File: config.mk
export PLATFORM = sky130hd
export DESIGN_NAME = reflet_exti_n
export DESIGN_NICKNAME = d
export VERILOG_FILES = /design/src/rtl/reflet_exti_n.sv
export SDC_FILE = /design/constraint.sdc
export NUM_CORES = 1
export LEC_CHECK = 0
export CORE_AREA = 5 5 73 108
export DETAILED_ROUTE_END_ITERATION = 6
export DIE_AREA = 0 0 78 113
export GPL_ROUTABILITY_DRIVEN = 0
export HOLD_SLACK_MARGIN = 0.12
export PLACE_DENSITY_LB_ADDON = 0.12
export SLEW_MARGIN = 20
export SYNTH_ARGS = -nofsm -noshare
export SYNTH_HDL_FRONTEND = slang
export SYNTH_SLANG_ARGS = --single-unit
File: constraint.sdc
create_clock -name clk -period 3.4 [get_ports clk]
set_input_delay 0.68 -clock clk [delete_from_list [all_inputs] [get_ports clk]]
set_output_delay 0.68 -clock clk [all_outputs]
set_load 0.1 [all_outputs]
File: src/rtl/reflet_exti_n.sv
// Interrupt controller: routes NUM_SRC peripheral interrupt sources onto 4 CPU lines,
// with per-source enable, edge/level mode and line select, plus per-line cause registers.
module reflet_exti_n #(
    parameter int unsigned base_addr_size = 16,
    parameter logic [base_addr_size-1:0] base_addr = 16'hFF04,
    parameter int unsigned NUM_SRC = 8
) (
    input  logic                      clk,
    input  logic                      reset,
    input  logic                      enable,
    input  logic [base_addr_size-1:0] addr,
    input  logic                      write_en,
    input  logic [7:0]                data_in,
    output logic [7:0]                data_out,
    output logic [3:0]                cpu_int,
    input  logic [NUM_SRC-1:0]        src_int
);

    localparam int unsigned B         = (NUM_SRC + 7) / 8;
    localparam int unsigned OffEn     = 0;
    localparam int unsigned OffMode   = B;
    localparam int unsigned OffLine   = 2 * B;
    localparam int unsigned OffStatus = 4 * B;
    localparam int unsigned OffCause  = 5 * B;
    localparam int unsigned OffEnd    = 5 * B + 4;

    logic [NUM_SRC-1:0]   en_q, en_d;
    logic [NUM_SRC-1:0]   mode_q, mode_d;
    logic [2*NUM_SRC-1:0] line_q, line_d;
    logic [NUM_SRC-1:0]   status_q, status_d;
    logic [NUM_SRC-1:0]   src_prev_q;

    logic [base_addr_size-1:0] diff;
    logic [31:0]               off;
    logic                      sel;
    logic                      wr;

    logic [3:0] cause_valid;
    logic [5:0] cause_idx [4];

    // Addresses below base_addr wrap to a large offset and fall out of range.
    assign diff = addr - base_addr;
    assign off  = 32'(diff);
    assign sel  = enable && (off < OffEnd);
    assign wr   = sel && write_en;

    always_ff @(posedge clk) begin
        if (reset) begin
            en_q       <= '0;
            mode_q     <= '0;
            line_q     <= '0;
            status_q   <= '0;
            src_prev_q <= src_int;
        end else begin
            en_q       <= en_d;
            mode_q     <= mode_d;
            line_q     <= line_d;
            status_q   <= status_d;
            src_prev_q <= src_int;
        end
    end

    always_comb begin
        en_d     = en_q;
        mode_d   = mode_q;
        line_d   = line_q;
        status_d = status_q;
        for (int unsigned i = 0; i < NUM_SRC; i++) begin
            if (wr && off == OffEn + i / 8) en_d[i] = data_in[i % 8];
            if (wr && off == OffMode + i / 8) mode_d[i] = data_in[i % 8];
            if (wr && off == OffLine + i / 4) line_d[2*i +: 2] = data_in[2*(i % 4) +: 2];
            if (mode_q[i]) begin
                status_d[i] = src_int[i];
            end else begin
                // A new edge wins over a same-cycle write-1-clear.
                status_d[i] = (src_int[i] & ~src_prev_q[i]) |
                              (status_q[i] & ~(wr && off == OffStatus + i / 8 &&
                                               data_in[i % 8]));
            end
        end
    end

    // Scan from the top so the lowest-numbered active source is the last one written.
    always_comb begin
        cause_valid = '0;
        for (int k = 0; k < 4; k++) begin
            cause_idx[k] = '0;
            for (int i = NUM_SRC - 1; i >= 0; i--) begin
                if (status_q[i] && en_q[i] && line_q[2*i +: 2] == 2'(k)) begin
                    cause_valid[k] = 1'b1;
                    cause_idx[k]   = 6'(i);
                end
            end
        end
    end

    assign cpu_int = cause_valid;

    always_comb begin
        data_out = '0;
        if (sel) begin
            for (int unsigned i = 0; i < NUM_SRC; i++) begin
                if (off == OffEn + i / 8) data_out[i % 8] = en_q[i];
                if (off == OffMode + i / 8) data_out[i % 8] = mode_q[i];
                if (off == OffLine + i / 4) data_out[2*(i % 4) +: 2] = line_q[2*i +: 2];
                if (off == OffStatus + i / 8) data_out[i % 8] = status_q[i];
            end
            for (int unsigned k = 0; k < 4; k++) begin
                if (off == OffCause + k) data_out = {cause_valid[k], 1'b0, cause_idx[k]};
            end
        end
    end

endmodule
# Yosys cells after proc, flatten, opt, wreduce, memory -nomap -nowiden
# Index checks and enable logic that the tools add are counted.
# op_classes
shifts,0
n_eq_ne,32
bitwise_logic,40
addsub,1
n_mux,109
mul,0
n_reduce_logical,64
order_cmp,1
n_div,0
# op_table
operator,n
$mux W6,28
$eq A16 B3 Y1 const B,4
$mux W1,64
$logic_and A1 B1 Y1,55
$mux W8,5
$eq A16 B2 Y1 const B,2
$eq A2 B2 Y1 const B,16
$logic_not A32 Y1,1
$and A1 B1 Y1,16
$eq A16 B1 Y1 const B,1
$eq A16 B4 Y1 const B,1
$eq A2 B1 Y1 const B,8
$logic_not A2 Y1,8
$lt A16 B4 Y1 const B,1
$mux W2,8
$not A1 Y1,16
$sub A16 B16 Y16 const B,1
$mux W3,4
$or A1 B1 Y1,8
# totals
reg_bits,48
romBits,0
ram_bits,0
wordCells,253
memories,0
in_bits,36
output_inout_bits,12
latch_bits,0

# Longest topological paths before layout
# depth
depth_word,15
depth_mapped,7
depth_no_buf,6

# Worst setup path after synthesis
# No wires, ideal clock.
# synth_path
path_kind,input-to-output
start,in addr[7]
end,out data_out[0]
t_required_ps,2720
cell_stages,7
n_path_buf,1
t_arrival_ps,4891
path_slack_ps,-2171
cell_sequence,or4_4 or4_1 buf_2 or2_1 a211oi_2 o31ai_1 a311oi_1
# synth_between
elab_chain_len,12
elab_cells_between_ends,22
classes_between,1 x add/sub; 1 x order compare; 8 x eq/ne; 10 x mux; 2 x reduce/logical
# synth_lines
element,line,rtl
start: declaration,11,"input logic [base_addr_size-1:0] addr,"
$sub A16 B16 Y16 (*),42,assign diff = addr - base_addr;
$logic_not A32 Y1,103,if (off == OffEn + i / 8) data_out[i % 8] = en_q[i];
$mux W1,103,
$mux W1,104,if (off == OffMode + i / 8) data_out[i % 8] = mode_q[i];
$mux W2,105,if (off == OffLine + i / 4) data_out[2*(i % 4) +: 2] = line_q[2*i +: 2];
$mux W1,106,if (off == OffStatus + i / 8) data_out[i % 8] = status_q[i];
$mux W2,105,
$mux W8 (4 in series),109,"if (off == OffCause + k) data_out = {cause_valid[k], 1'b0, cause_idx[k]};"
$mux W8 (*),101,if (sel) begin
end: declaration,14,"output logic [7:0] data_out,"
# Mark *: on every way between the ends. The rest lies on a longest branch, timed or not.

# Worst setup path in the final report
# layout_path
start,in addr[6]
end,out data_out[0]
# Same word-level chain as after synthesis.

==> metrics.txt <==
hold slack 0.548 ns; clock tree root driver cell clkbuf_8; fin crit period 3.57 ns; Reg2Reg Setup Slack 2.44 ns; Synth async-reset ratio 0; synth top area cells dfxtp_1 (32%), mux2i_1 (11%), nor2_1 (6.6%); critical path arrival 2.89 ns; worst IR drop on VDD 0.201 mV; FF-to-FF path depth 3; max_cap viols 0; FF-to-FF Start status_q[6]; via count 3190; Rel. slew slack 0.532; Clk pin slew, worst setup/hold paths 0.09 ns; Worst setup EP type output port; top cell family by delay on the critical path simple AND/OR/NAND/NOR gates; mean post-synth cell area 8.49 µm²; Synthesized Nets 385; leak pwr 1.59 nW; Critical Path End data_out[0]; YS warnings 0; Post-Syn Instances 349; worst path required time 2.72 ns; first-pass GRT wire length 15500 µm; Die Span Y 113 µm; Seq cells post-synth 48; Worst setup SP type primary input; worst-path cell chain buf_6 > or4_4 > or4_4 > or2_4 > a211oi_2 > o31ai_2 > a311oi_4 > buf_12; share of the synthesized area in the top cell type 0.324; final setup fails 5; GRT Total Usage 0.216; crit path max-delay cell type or4_4; full die area 8810 µm²; I/O Buffers 47; Die Width 78 µm; Syn-to-layout area delta 46.8%; # DRC 0; # clock sinks 48; crit path kind primary input to output port; RR Endpoint status_q[6]; antenna violations before repair 0; Rows 37; CTS tree done; violated checks negative setup slack; Worst Path Buf+Inv 2; diode count 0; gr ovfl total 0; ANT nets after route 0; dpl ws -0.569 ns; vias in the first global route 3142; CTS Hold Bufs 0; CTS Buf Count 5; Critical Path Most Common Cell or4_4; WL final 9660 µm; Pwr per Cell Area 245 nW/µm²; Final HPWL DP 7200 µm; max frequency 280 MHz; Main synth FF type dfxtp_1; clk_lat worst skew 0.30 ns; IO Pins 48; Post-synth EDFFs 0; period utilization 1.05; final worst slack -0.165 ns; CP Depth 8; power consumption 1.07 mW; Starting Density 0.435; Routed wire per std cell 18.4 µm; core area 6810 µm²; Max Clock Skew 0.000660 ns; largest net degree at the start of global routing 41; Worst path max stage delay 0.54 ns; layout cell share with drive strength beyond 1 0.276; H-Tree Depth 2; Netlist cell types 54; final hold vios 0; synthesized cell area 2960 µm²; initial DRC count 141; worst hold path class flip-flop to flip-flop; clk buf depth 2; slew of the pin with the lowest slew margin 0.693 ns; outcome finished with violations; RSZ-0062 raised after global routing yes; detail-routed via count per cell 6.09; CP max FO 3; largest area contributor in the netlist dfxtp_1; Slew Limit Fails 0; sequential fraction of the synthesis area 0.324; Setup crit start addr[6]; Layout Nets 481; drt pass-1 iters 5
[where the power goes]
part | internal, mW | switching [mW] | leakage, nW
clock network | 0.146 | 0.203 | 0.0445
registers | 0.573 | 0.0122 | 0.391
logic | 0.0702 | 0.0623 | 1.15
total | 0.790 | 0.277 | 1.59
[logic make-up (layout without fill, tap and decap cells)]
family                 count (synthesis)  after routing  synth area share
AOI/OAI and AO/OA                     80             80             0.183
muxes                                 40             40             0.161
and+or+nand+nor                      148            148             0.288
buffers and inverters                 33            130            0.0431
DFF                                   48             48             0.324
[Yosys cell counts (all sizes together) (2+ instances only)]
cell type	number
mux2i	32
buf	4
a211oi	4
o22ai	2
a211o	8
nand2b	8
and4b	5
nand4b	10
or4	3
or3	4
o31ai	2
o21ai	20
nor2	56
clkbuf	7
inv	22
nor3	5
nor4	6
a21oi	13
o21a	2
o2bb2ai	2
nand2	17
nand3b	2
a311oi	4
a22oi	4
nand4	15
or2	2
mux4	6
dfxtp	48
o211ai	3
a31oi	6
nand3	6
nor4bb	5
a2111oi	2
mux2	2
[routing by layer]
metal	part of all wire	track usage
met1	0.39	0.253
met4	0.050	0.100
met3	0.052	0.0366
met2	0.51	0.379
met5	0	0
[tightest hold or removal path: stages, from the launching register on]
cell	delay [ns]
dfxtp_1	0.34
mux2i_1	0.12
nor2_1	0.05
[worst min-delay path by stage]
stage	end	slack, ns	cells past startpoint	startpoint
2_1_floorplan	mode_q[0]	0.50	2	mode_q[0]
3_3_place_gp	status_q[4]	0.53	3	src_prev_q[4]
3_5_place_dp	mode_q[7]	0.54	2	mode_q[7]
4_1_cts	mode_q[7]	0.55	2	mode_q[7]
5_1_grt	mode_q[7]	0.59	2	mode_q[7]
6_report	mode_q[7]	0.55	2	mode_q[7]
[stage by stage]
step	instance area [µm²]	instances	TNS [ns]	util
after floorplan	3100	349	-1.87	-
after global placement	4040	503	-4.41	0.593
after detailed placement	4040	503	-4.89	0.593
after CTS	4230	516	-0.897	0.621
after global routing	4350	524	-0.800	0.639
final	4350	524	-0.533	0.639
[area by class of cell]
class | count | area (µm²)
Clock buffer | 5 | 68.8
Clock inverter | 3 | 21.3
Inverter | 22 | 82.6
Multi-Input combinational cell | 268 | 2120
Timing Repair Buffer | 100 | 998
Sequential cell | 48 | 961
Fill cell | 594 | 2460
Tap cell | 78 | 97.6
[cell usage in the layout, fill, tap and decap left out, drive strengths merged, types with 10 or more instances in the layout]
master / Yosys / routed
nand4: 15 / 15
nand4b: 10 / 10
dfxtp: 48 / 48
mux2i: 32 / 32
nand2: 17 / 17
a21oi: 13 / 13
clkdlybuf4s50: 0 / 21
inv: 22 / 23
nor2: 56 / 56
o21ai: 20 / 20
buf: 4 / 68
[flip-flops by register name (all words and copies together) (netlist names)]
name        flops
line_q         16
mode_q          8
en_q            8
status_q        8
src_prev_q      8
[timing repair]
action / in CTS / in global routing
resized for setup: 43 / 14
endpoints found under the setup margin: 8 / 8
buffers inserted: 5 / 8
pin swaps: 16 / 19
No activity file was read; power rests on OpenSTA's default activity.
